$ cat config.mk
export PLATFORM = sky130hd
export DESIGN_NAME = sram_request_scheduler
export DESIGN_NICKNAME = d
export VERILOG_FILES = /design/src/rtl/sram_sched_pkg.sv /design/src/rtl/sram_rr_arbiter.sv /design/src/rtl/sram_request_scheduler.sv
export SDC_FILE = /design/constraint.sdc
export NUM_CORES = 1
export LEC_CHECK = 0
export BUFFER_PORTS_ARGS = -buffer_cell sky130_fd_sc_hd__buf_4
export CORE_ASPECT_RATIO = 0.5
export CORE_MARGIN = 4
export CORE_UTILIZATION = 46
export CTS_CLUSTER_SIZE = 30
export DETAILED_ROUTE_END_ITERATION = 10
export PLACE_DENSITY_LB_ADDON = 0.25
export SLEW_MARGIN = 20
export SYNTH_ARGS = -nofsm -noshare
export SYNTH_HDL_FRONTEND = slang
export SYNTH_HIERARCHICAL = 1
export SYNTH_SLANG_ARGS = --single-unit
$ cat constraint.sdc
create_clock -name sram_clock -period 6 [get_ports sram_clock]
set_clock_uncertainty 0.1 [all_clocks]
set_input_delay 0.3 -clock sram_clock [delete_from_list [all_inputs] [get_ports sram_clock]]
set_output_delay 0.3 -clock sram_clock [all_outputs]
set_load 0.02 [all_outputs]
$ cat src/rtl/sram_sched_pkg.sv
// Shared widths, FSM states and the read-tag payload for the SRAM request scheduler.
package sram_sched_pkg;

  localparam int unsigned SRAM_ADDR_W = 18;
  localparam int unsigned SRAM_DATA_W = 32;
  localparam int unsigned SRAM_MASK_W = 4;
  localparam int unsigned PORT_ID_W   = 3;

  typedef enum logic [1:0] {
    ST_RUN      = 2'd0,
    ST_DRAINING = 2'd1,
    ST_DRAINED  = 2'd2
  } sched_state_e;

  typedef struct packed {
    logic                 valid;
    logic [PORT_ID_W-1:0] port;
  } tag_t;

endpackage

$ cat src/rtl/sram_rr_arbiter.sv
// Combinational round-robin picker: first eligible port strictly after the pointer, wrapping.
module sram_rr_arbiter #(
  parameter  int unsigned NUM_PORTS = 4,
  localparam int unsigned IDX_W     = (NUM_PORTS > 1) ? $clog2(NUM_PORTS) : 1
) (
  input  logic [NUM_PORTS-1:0] i_eligible,
  input  logic [IDX_W-1:0]     i_ptr,
  output logic [NUM_PORTS-1:0] o_grant,
  output logic [IDX_W-1:0]     o_grant_idx,
  output logic                 o_grant_any
);

  logic [IDX_W-1:0] w_idx;

  always_comb begin
    o_grant     = '0;
    o_grant_idx = '0;
    o_grant_any = 1'b0;
    w_idx       = '0;
    for (int unsigned k = 1; k <= NUM_PORTS; k++) begin
      w_idx = IDX_W'((32'(i_ptr) + k) % NUM_PORTS);
      if (!o_grant_any && i_eligible[w_idx]) begin
        o_grant[w_idx] = 1'b1;
        o_grant_idx    = w_idx;
        o_grant_any    = 1'b1;
      end
    end
  end

endmodule

$ cat src/rtl/sram_request_scheduler.sv
// Shares one SRAM command port among NUM_PORTS requesters with round-robin grant,
// per-port read credits, a fixed-latency tag pipe for read routing, and drain control.
module sram_request_scheduler
  import sram_sched_pkg::*;
#(
  parameter int unsigned NUM_PORTS    = 4,
  parameter int unsigned READ_LATENCY = 3,
  parameter int unsigned READ_CREDITS = 4
) (
  input  logic                             sram_clock,
  input  logic                             reset_n,
  input  logic [NUM_PORTS-1:0]             req_valid,
  output logic [NUM_PORTS-1:0]             req_ready,
  input  logic [NUM_PORTS-1:0]             req_write,
  input  logic [SRAM_MASK_W*NUM_PORTS-1:0] req_mask,
  input  logic [SRAM_ADDR_W*NUM_PORTS-1:0] req_addr,
  input  logic [SRAM_DATA_W*NUM_PORTS-1:0] req_data,
  output logic [NUM_PORTS-1:0]             rsp_valid,
  output logic [SRAM_DATA_W-1:0]           rsp_data,
  input  logic [NUM_PORTS-1:0]             credit_return,
  input  logic                             drain,
  output logic                             idle,
  output logic                             sram_addr_valid,
  input  logic                             sram_ready,
  output logic [SRAM_ADDR_W-1:0]           sram_addr,
  output logic [SRAM_DATA_W-1:0]           sram_data_in,
  output logic [SRAM_MASK_W-1:0]           sram_write_mask,
  input  logic [SRAM_DATA_W-1:0]           sram_data_out,
  input  logic                             sram_data_out_valid,
  output logic                             err_unexpected,
  output logic                             err_missing
);

  localparam int unsigned IDX_W  = (NUM_PORTS > 1) ? $clog2(NUM_PORTS) : 1;
  localparam int unsigned CRED_W = $clog2(READ_CREDITS + 1);

  logic [1:0]             r_rst_sync;
  logic                   w_rst_n;
  sched_state_e           r_state;
  logic                   r_idle;
  logic [CRED_W-1:0]      r_credit [NUM_PORTS];
  logic [IDX_W-1:0]       r_rr_ptr;
  logic                   r_sram_addr_valid;
  logic [SRAM_ADDR_W-1:0] r_sram_addr;
  logic [SRAM_DATA_W-1:0] r_sram_data_in;
  logic [SRAM_MASK_W-1:0] r_sram_write_mask;
  logic [PORT_ID_W-1:0]   r_cmd_port;
  tag_t                   r_tag [READ_LATENCY];
  logic [NUM_PORTS-1:0]   r_rsp_valid;
  logic [SRAM_DATA_W-1:0] r_rsp_data;
  logic                   r_err_unexpected;
  logic                   r_err_missing;

  logic [NUM_PORTS-1:0]   w_eligible;
  logic [NUM_PORTS-1:0]   w_grant;
  logic [IDX_W-1:0]       w_grant_idx;
  logic                   w_grant_any;
  logic                   w_grant_en;
  logic                   w_sel_write;
  logic [SRAM_MASK_W-1:0] w_sel_mask;
  logic                   w_issue;
  logic                   w_push;
  tag_t                   w_tag_due;
  logic                   w_rsp_load;
  logic                   w_tags_busy;
  logic                   w_empty;

  // Async assert, sync release of the internal reset.
  always_ff @(posedge sram_clock or negedge reset_n) begin
    if (!reset_n) r_rst_sync <= 2'b00;
    else          r_rst_sync <= {r_rst_sync[0], 1'b1};
  end
  assign w_rst_n = r_rst_sync[1];

  always_comb begin
    w_eligible = '0;
    for (int unsigned p = 0; p < NUM_PORTS; p++)
      w_eligible[p] = req_valid[p] & (req_write[p] | (r_credit[p] != '0));
  end

  assign w_grant_en = w_rst_n & (r_state == ST_RUN) & (!r_sram_addr_valid | sram_ready);

  sram_rr_arbiter #(.NUM_PORTS(NUM_PORTS)) u_arb (
    .i_eligible  (w_eligible & {NUM_PORTS{w_grant_en}}),
    .i_ptr       (r_rr_ptr),
    .o_grant     (w_grant),
    .o_grant_idx (w_grant_idx),
    .o_grant_any (w_grant_any)
  );

  assign req_ready   = w_grant;
  assign w_sel_write = req_write[w_grant_idx];
  assign w_sel_mask  = req_mask[32'(w_grant_idx)*SRAM_MASK_W +: SRAM_MASK_W];
  assign w_issue     = !w_sel_write | (w_sel_mask != '0);

  // Command register; a zero-mask write is consumed without reaching the SRAM.
  always_ff @(posedge sram_clock or negedge w_rst_n) begin
    if (!w_rst_n) begin
      r_sram_addr_valid <= 1'b0;
      r_sram_addr       <= '0;
      r_sram_data_in    <= '0;
      r_sram_write_mask <= '0;
      r_cmd_port        <= '0;
      r_rr_ptr          <= IDX_W'(NUM_PORTS - 1);
    end else begin
      if (w_grant_any) r_rr_ptr <= w_grant_idx;
      if (w_grant_any && w_issue) begin
        r_sram_addr_valid <= 1'b1;
        r_sram_addr       <= req_addr[32'(w_grant_idx)*SRAM_ADDR_W +: SRAM_ADDR_W];
        r_sram_data_in    <= req_data[32'(w_grant_idx)*SRAM_DATA_W +: SRAM_DATA_W];
        r_sram_write_mask <= w_sel_write ? w_sel_mask : '0;
        r_cmd_port        <= PORT_ID_W'(w_grant_idx);
      end else if (sram_ready) begin
        r_sram_addr_valid <= 1'b0;
      end
    end
  end

  always_ff @(posedge sram_clock or negedge w_rst_n) begin
    if (!w_rst_n) begin
      for (int unsigned p = 0; p < NUM_PORTS; p++) r_credit[p] <= CRED_W'(READ_CREDITS);
    end else begin
      for (int unsigned p = 0; p < NUM_PORTS; p++) begin
        if (w_grant[p] && !req_write[p] && !credit_return[p])
          r_credit[p] <= r_credit[p] - CRED_W'(1);
        else if (!(w_grant[p] && !req_write[p]) && credit_return[p] &&
                 (r_credit[p] != CRED_W'(READ_CREDITS)))
          r_credit[p] <= r_credit[p] + CRED_W'(1);
      end
    end
  end

  assign w_push     = r_sram_addr_valid & sram_ready & (r_sram_write_mask == '0);
  assign w_tag_due  = r_tag[READ_LATENCY-1];
  assign w_rsp_load = w_tag_due.valid & sram_data_out_valid;

  always_comb begin
    w_tags_busy = 1'b0;
    for (int unsigned i = 0; i < READ_LATENCY; i++) w_tags_busy = w_tags_busy | r_tag[i].valid;
  end

  always_ff @(posedge sram_clock or negedge w_rst_n) begin
    if (!w_rst_n) begin
      for (int unsigned i = 0; i < READ_LATENCY; i++) r_tag[i] <= '0;
    end else begin
      r_tag[0] <= w_push ? tag_t'{valid: 1'b1, port: r_cmd_port} : '0;
      for (int unsigned i = 1; i < READ_LATENCY; i++) r_tag[i] <= r_tag[i-1];
    end
  end

  // Response stage: data is paired with the tag that falls due this cycle.
  always_ff @(posedge sram_clock or negedge w_rst_n) begin
    if (!w_rst_n) begin
      r_rsp_valid      <= '0;
      r_rsp_data       <= '0;
      r_err_unexpected <= 1'b0;
      r_err_missing    <= 1'b0;
    end else begin
      r_rsp_valid <= '0;
      if (w_rsp_load) begin
        r_rsp_valid <= NUM_PORTS'(1) << w_tag_due.port;
        r_rsp_data  <= sram_data_out;
      end
      if (sram_data_out_valid && !w_tag_due.valid) r_err_unexpected <= 1'b1;
      if (w_tag_due.valid && !sram_data_out_valid) r_err_missing    <= 1'b1;
    end
  end

  // Pipeline counts as empty once no response will be loaded into the output stage.
  assign w_empty = !r_sram_addr_valid & !w_tags_busy & !w_rsp_load;

  always_ff @(posedge sram_clock or negedge w_rst_n) begin
    if (!w_rst_n) begin
      r_state <= ST_RUN;
      r_idle  <= 1'b0;
    end else begin
      r_idle <= 1'b0;
      case (r_state)
        ST_RUN: begin
          if (drain) r_state <= ST_DRAINING;
        end
        ST_DRAINING: begin
          if (!drain) begin
            r_state <= ST_RUN;
          end else if (w_empty) begin
            r_state <= ST_DRAINED;
            r_idle  <= 1'b1;
          end
        end
        ST_DRAINED: begin
          if (!drain) r_state <= ST_RUN;
          else        r_idle  <= 1'b1;
        end
        default: r_state <= ST_RUN;
      endcase
    end
  end

  assign idle            = r_idle;
  assign sram_addr_valid = r_sram_addr_valid;
  assign sram_addr       = r_sram_addr;
  assign sram_data_in    = r_sram_data_in;
  assign sram_write_mask = r_sram_write_mask;
  assign rsp_valid       = r_rsp_valid;
  assign rsp_data        = r_rsp_data;
  assign err_unexpected  = r_err_unexpected;
  assign err_missing     = r_err_missing;

endmodule
==> results of run 1 <==
[worst max-delay path by stage]
stage                                       start                     endpoint  slack, ps
final                     r_rr_ptr[0]$_DFFE_PN1P_  sram_data_in[6]$_DFFE_PN0P_        840
after global placement    r_rr_ptr[0]$_DFFE_PN1P_  sram_data_in[5]$_DFFE_PN0P_       1000
after CTS                 r_rr_ptr[0]$_DFFE_PN1P_    sram_addr[10]$_DFFE_PN0P_        830
after detailed placement  r_rr_ptr[0]$_DFFE_PN1P_    sram_addr[10]$_DFFE_PN0P_        880
after floorplan           r_rst_sync[1]$_DFF_PN0_     sram_addr[0]$_DFFE_PN0P_        440
after global routing      r_rr_ptr[0]$_DFFE_PN1P_    sram_addr[10]$_DFFE_PN0P_        560
[state kept, by name, summed over array words and instances (netlist names), 4 cells and up]
signal,count
r_credit,12
r_tag,9
rsp_data,32
rsp_valid,4
sram_addr,18
sram_data_in,32
sram_write_mask,4
[logic make-up (layout without fill, tap and decap cells)]
| family | count (synthesis) | count (layout) | synth area share [%] |
|---|---|---|---|
| fa+ha+maj | 16 | 16 | 3.283 |
| buf+inv | 55 | 428 | 3.854 |
| xor+xnor | 5 | 5 | 0.6244 |
| flops | 123 | 123 | 44.00 |
| mux | 148 | 148 | 32.86 |
| other cells | 1 | 1 | 0.05347 |
| compound gates | 84 | 84 | 8.243 |
| simple gates | 88 | 88 | 7.083 |
[cell usage in the layout (no fill, tap or decap), drive strengths merged, types with 6 or more instances in the layout]
cell	n
nor2	18
ha	12
clkbuf	19
mux4	57
nand4	6
buf	369
inv	26
a21oi	24
nand2b	8
nand2	15
dfrtp	117
nor3b	7
mux2	88
a211oi	12
and3	6
dfstp	6
o21ai	15
[layout make-up]
cell class,instances,share of cell area (%)
Multi-Input combinational cell,342,35.10
Sequential cell,123,29.41
Timing Repair Buffer,374,26.89
Clock buffer,19,4.312
Tap cell,198,2.359
Clock inverter,12,1.108
Inverter,23,0.8219
[timing repair]
action                                  CTS  global route
hold buffers                              5             0
endpoints found under the setup margin    0             0
buffers inserted                          0             0
hold endpoints to repair                  7             0
[cells in the mapped netlist, types with 2 or more instances]
library cell  number  area [sq um]
mux2i_1            3         30.03
ha_1              12         150.1
fa_1               4         80.08
nand2b_1           8         50.05
dfstp_2            6         157.7
o211a_1            3         30.03
nor4_1             2         12.51
a211oi_1          12         90.09
o221ai_1           2         17.52
dfrtp_1          117          2928
nor2b_1            4         25.02
o21ai_0           14         70.07
or3_1              4         25.02
a21o_1             2         15.01
buf_2              3         15.01
o31ai_1            5         37.54
nor3b_1            7         52.55
nor3_1             2         10.01
xnor2_1            4         35.03
a221oi_1           2         17.52
a311oi_1           2         17.52
mux4_2            57          1284
and3_1             6         37.54
buf_6              7         78.83
nand2_1           15         56.30
a31oi_1            5         31.28
a22o_1             4         35.03
or4_1              5         37.54
mux2_2            85         957.2
nand4_1            6         37.54
a21oi_1           24         120.1
mux2_1             3         33.78
buf_4              2         15.01
inv_1             23         86.33
clkbuf_1          16         60.06
and2_1             3         18.77
a2111o_1           4         45.04
nor2_1            18         67.56
buf_1              4         15.01
[power by group]
part / switching, uW / leakage, uW / internal, uW / total (uW)
logic: 1360 / 0.00307 / 1350 / 2710
clock network: 382 / 0.000264 / 593 / 975
registers: 256 / 0.00148 / 1220 / 1470
[layer usage]
layer  vias to the layer above  GRT usage, %  part of all wire, %
met3                        20         5.107                  5.1
met2                       199         44.25                   53
met1                      3091         32.43                   41
met4                         2         4.994                 0.86
li1                       2718             -                    -
met5                         -             0                0.031
[through the flow]
step	cell area [sq um]	hold slack (ps)
floorplan	7014	-95.59
finish	10500	23.50
global placement	9881	-15.38
detailed placement	9881	-13.11
CTS	10500	7.090
global route	10500	5.417
==> flow_metrics.py, run 1 <==
metrics = {
    "worst_setup_path": {
        "crit_top_cell": "buf_4",
        "slowest_delay_ps": 800,
        "r2r_start": "r_rr_ptr[0]$_DFFE_PN1P_",
        "critPathKind": "reg -> reg",
        "crit_family": "compound AO/OA/AOI/OAI gates",
        "ff2ff_path_depth": 12,
        "cp_slowest_cell": "dfstp_2",
        "cp.depth": 12,
        "cp.required_ps": 6180,
        "arrival_ps": 5340,
        "r2r_slack_ps": 840,
        "path_buf_inv": 3,
        "crit_fanout": 53,
        "startpoint_type": "flop",
        "timing.rr.end": "sram_data_in[6]$_DFFE_PN0P_",
        "crit_path_end_kind": "flop",
        "crit_chain": "inv_1, ha_1, a21oi_1, a211oi_1, a311o_1, a221oi_4, buf_4, mux4_2, or2_2, o21ai_4, buf_4, mux2_2",
    },
    "global_routing": {
        "grt_pass1_wl_um": 33400,
        "grt_pass1_vias": 6138,
        "grt_max_degree": 84,
        "grt_usage_pct": 24.96,
        "antenna_found_initial": 1,
        "grt_overflow_total": 0,
    },
    "power": {
        "fin_total_pwr_uw": 5160,
        "vdd_ir_drop_max_mv": 0.2219,
        "power_density_mw_per_mm2": 491.3,
        "p_leak_uw": 0.004816,
    },
    "drt": {
        "vias": 6030,
        "ant_nets": 0,
        "drc": 0,
        "post_drt_wl_per_cell_um": 21.03,
        "totalWireLength_um": 22940,
        "drtIter0Drc": 417,
        "viasPerCell": 5.527,
        "first_pass_iters": 5,
    },
    "cts": {
        "cts_inserted_buffers": 17,
        "cts_root_buf": "clkbuf_16",
        "clk_path_buf_depth": 2,
        "cts-htree-levels": 4,
        "cts.sinks": 123,
        "cts.clk_slew.worst_paths_ps": 60,
        "post_cts_resized": 0,
        "cts_tree": "built",
        "worstSkewPairLatency_ps": 400,
    },
    "synth": {
        "synth_ff_type": "dfrtp_1",
        "ys_warn_count": 6,
        "netlist_instances": 520,
        "synth.distinct_cells": 54,
        "ys_seq_area_share_pct": 44.00,
        "async_reset_ff_share_pct": 100.0,
        "ys_ff_latch": 123,
        "netlist_area_sq_mm": 0.007013,
        "synth-edff-count": 0,
        "avgSynthCellArea_sq_um": 13.49,
        "syn-num-nets": 801,
    },
    "finish": {
        "diodes": 0,
        "fin_cells": 1091,
        "drive_above_1_share_pct": 62.15,
        "multi_input_area_sq_mm": 0.003687,
        "area.sequential_sq_mm": 0.003089,
        "syn_to_final_growth_pct": 49.78,
        "fin_util_pct": 71.45,
        "fillCellCount": 1042,
        "num-nets-final": 1162,
    },
    "placed_design": {
        "port_buffers": 362,
        "dp_hpwl_um": 18370,
        "place_congestion": 0.8543,
        "placed_cells": 1055,
        "pre_cts_slack_ps": 883.8,
    },
    "sta": {
        "setup_ws_ps": 839.0,
        "fmax_mhz": 193.8,
        "finalHoldViolCount": 0,
        "tightest_slew_ps": 839.8,
        "setup_violations": 0,
        "fin_crit_sh_pct": 86.02,
        "slew_viol_final": 0,
        "period_needed_ps": 5161,
        "slew_headroom_pct": 44.02,
        "rsz0062_at_grt": "no",
        "setup_tns_ps": 0,
    },
    "min_path": {
        "hp-class": "in -> reg",
        "min_to": "rsp_data[5]$_DFFE_PN0P_",
        "hold_depth": 2,
        "worstHoldStart": "sram_data_out[5]",
    },
    "floorplanning": {
        "initial_core_util_pct": 47.71,
        "core_area_sq_mm": 0.01470,
        "die_h_um": 95.31,
        "dieArea_sq_mm": 0.01741,
        "std_cell_rows": 31,
        "fp.dieW_um": 182.6,
        "io_pins": 363,
    },
    "status": {
        "outcome": "finished clean",
    },
    "run": {
        "max_cap_viol_count": 0,
    },
}
Note: power is estimated with default switching activity, not from simulation.
==> inputs of run 2 (changes only) <==
Settings changed: CORE_UTILIZATION 46 to 30, SLEW_MARGIN 20 to unset.
==> run 2 against run 1 <==
  * Non-clock buffer count increased by 1
  * Count of clock-buffer cells in the layout increased by 1
  * First-iteration DRC count decreased by 0.96%
  * Register-to-register slack improved by 390 ps
  * Flip-flop and latch count unchanged
  * Largest power group unchanged
==> flow_metrics.py, run 2 (synthesized netlist as in run 1, its figures left out) <==
metrics = {
    "status": {
        "outcome": "finished clean",
    },
    "worst_setup_path": {
        "crit_fanout": 53,
        "timing.rr.end": "sram_data_in[2]$_DFFE_PN0P_",
        "cp.required_ps": 6190,
        "r2r_slack_ps": 1220,
        "ff2ff_path_depth": 11,
        "critPathLaunch": "r_rr_ptr[0]$_DFFE_PN1P_",
        "crit_path_end_kind": "flop",
        "arrival_ps": 4960,
        "startpoint_type": "flop",
        "r2r_start": "r_rr_ptr[0]$_DFFE_PN1P_",
        "critPathKind": "reg -> reg",
    },
    "finish": {
        "layout_commonest_cell": "buf_4",
        "num-nets-final": 1163,
        "fin_util_pct": 46.76,
        "fin_area_sq_mm": 0.01070,
        "diodes": 0,
        "final_cell_mix": "buf_4, dfrtp_1, mux2_2",
        "drive_above_1_share_pct": 61.90,
        "syn_to_final_growth_pct": 52.60,
    },
    "placed_design": {
        "dp_hpwl_um": 18120,
        "placed_cell_area_sq_mm": 0.01003,
        "place_congestion": 0.8391,
        "port_buffers": 362,
        "pre_cts_slack_ps": 1240,
    },
    "cts": {
        "cts_root_buf": "clkbuf_16",
        "post_cts_resized": 0,
        "cts-htree-levels": 4,
        "cts_tree": "built",
        "cts_inserted_buffers": 17,
        "clk_path_buf_depth": 2,
        "cts.clk_slew.worst_paths_ps": 60,
        "worstSkewPairLatency_ps": 410,
        "cts.sinks": 123,
    },
    "power": {
        "fin_total_pwr_uw": 5219,
        "cellInternalPower_uw": 3245,
        "p_switching_uw": 1974,
        "power_density_mw_per_mm2": 487.7,
        "seq_power_share_pct": 28.0,
        "p_sw_share_pct": 37.83,
        "p_comb_share_pct": 51.5,
        "vdd_ir_drop_max_mv": 0.2382,
        "p_leak_uw": 0.004847,
        "clkPwrFrac_pct": 20.4,
    },
    "sta": {
        "fin_crit_sh_pct": 79.60,
        "setup_violations": 0,
        "setup_ws_ps": 1224,
        "rsz0062_at_grt": "no",
        "finalHoldViolCount": 0,
        "slew_viol_final": 0,
        "setup_tns_ps": 0,
        "tightest_slew_ps": 974.1,
        "slew_headroom_pct": 35.06,
        "fmax_mhz": 209.4,
        "period_needed_ps": 4776,
    },
    "drt": {
        "post_drt_wl_per_cell_um": 18.97,
        "vias": 5905,
        "first_pass_iters": 4,
        "drc": 0,
        "ant_nets": 0,
        "drtIter0Drc": 413,
        "totalWireLength_um": 22800,
        "viasPerCell": 4.913,
    },
    "floorplanning": {
        "std_cell_rows": 39,
        "fp.dieW_um": 224.2,
        "initial_core_util_pct": 30.64,
        "core_area_sq_mm": 0.02289,
        "dieArea_sq_mm": 0.02603,
        "io_pins": 363,
        "die_h_um": 116.1,
    },
    "global_routing": {
        "grt_pass1_vias": 6046,
        "grt_overflow_total": 0,
        "grt_max_degree": 75,
        "antenna_found_initial": 1,
        "grt_usage_pct": 16.41,
        "grt_pass1_wl_um": 33530,
    },
    "run": {
        "max_cap_viol_count": 0,
    },
    "min_path": {
        "min_to": "rsp_data[26]$_DFFE_PN0P_",
        "hp-class": "in -> reg",
        "worstHoldStart": "sram_data_out[26]",
        "hold_depth": 2,
    },
}
[run 2: changes by cell type in the layout (fill, tap and decap cells not counted), sizes merged]
| cell | change |
|---|---|
| inv | -1 |
| clkinv | +1 |
| dlygate4sd3 | +1 |
| clkinvlp | -2 |
| bufinv | +2 |
| clkbuf | +1 |
[run 2: worst max-delay path by stage]
stage,depth (start not counted),end
floorplan,12,sram_addr[0]$_DFFE_PN0P_
global placement,11,sram_data_in[26]$_DFFE_PN0P_
detailed placement,11,sram_data_in[28]$_DFFE_PN0P_
CTS,11,sram_data_in[26]$_DFFE_PN0P_
global route,11,sram_data_in[26]$_DFFE_PN0P_
finish,11,sram_data_in[2]$_DFFE_PN0P_
[run 2: final cells by class]
class | instances | area [sq um]
fill | 2079 | 12180
multi-input combinational | 342 | 3687
sequential | 123 | 3089
timing repair buffer | 375 | 2843
clock buffer | 20 | 446.7
tap | 307 | 384.1
clock inverter | 12 | 165.2
inverter | 23 | 86.33
[run 2: metal layers]
layer,GRT usage (%),up-vias,routed length [um]
li1,-,2719,-
met1,21.60,3003,9395
met2,27.95,150,12030
met3,3.641,31,1048
met4,4.364,2,316
met5,0,-,11
[run 2: power by group through the flow]
stage / logic (uW) / clock network, uW / registers [uW]
after floorplan: 1400 / 0 / 1800
after global placement: 2660 / 0 / 1460
after detailed placement: 2720 / 0 / 1480
after CTS: 2730 / 1100 / 1460
after global routing: 2900 / 1140 / 1510
final: 2690 / 1070 / 1460
[run 2: what timing repair did]
action | in CTS | in global routing
endpoints found under the hold margin | 9 | 0
hold buffers | 6 | 0
setup buffers | 0 | 0
[run 2: worst max-delay path: stages, from the launching register on]
cell and delay [ps]:
dfstp_2 790, inv_1 190, ha_1 480, a21oi_1 190
a211oi_1 70, a311o_1 380, a221oi_4 530, mux4_2 600
or3b_4 440, o21ai_4 170, buf_12 290, mux2_2 380
[run 2: per-stage QoR]
stage,instances,hold WS [ps]
2_1_floorplan,520,-95.59
3_3_place_gp,1164,-16.77
3_5_place_dp,1164,-12.59
4_1_cts,1202,1.050
5_1_grt,1202,5.763
6_report,1202,24.69
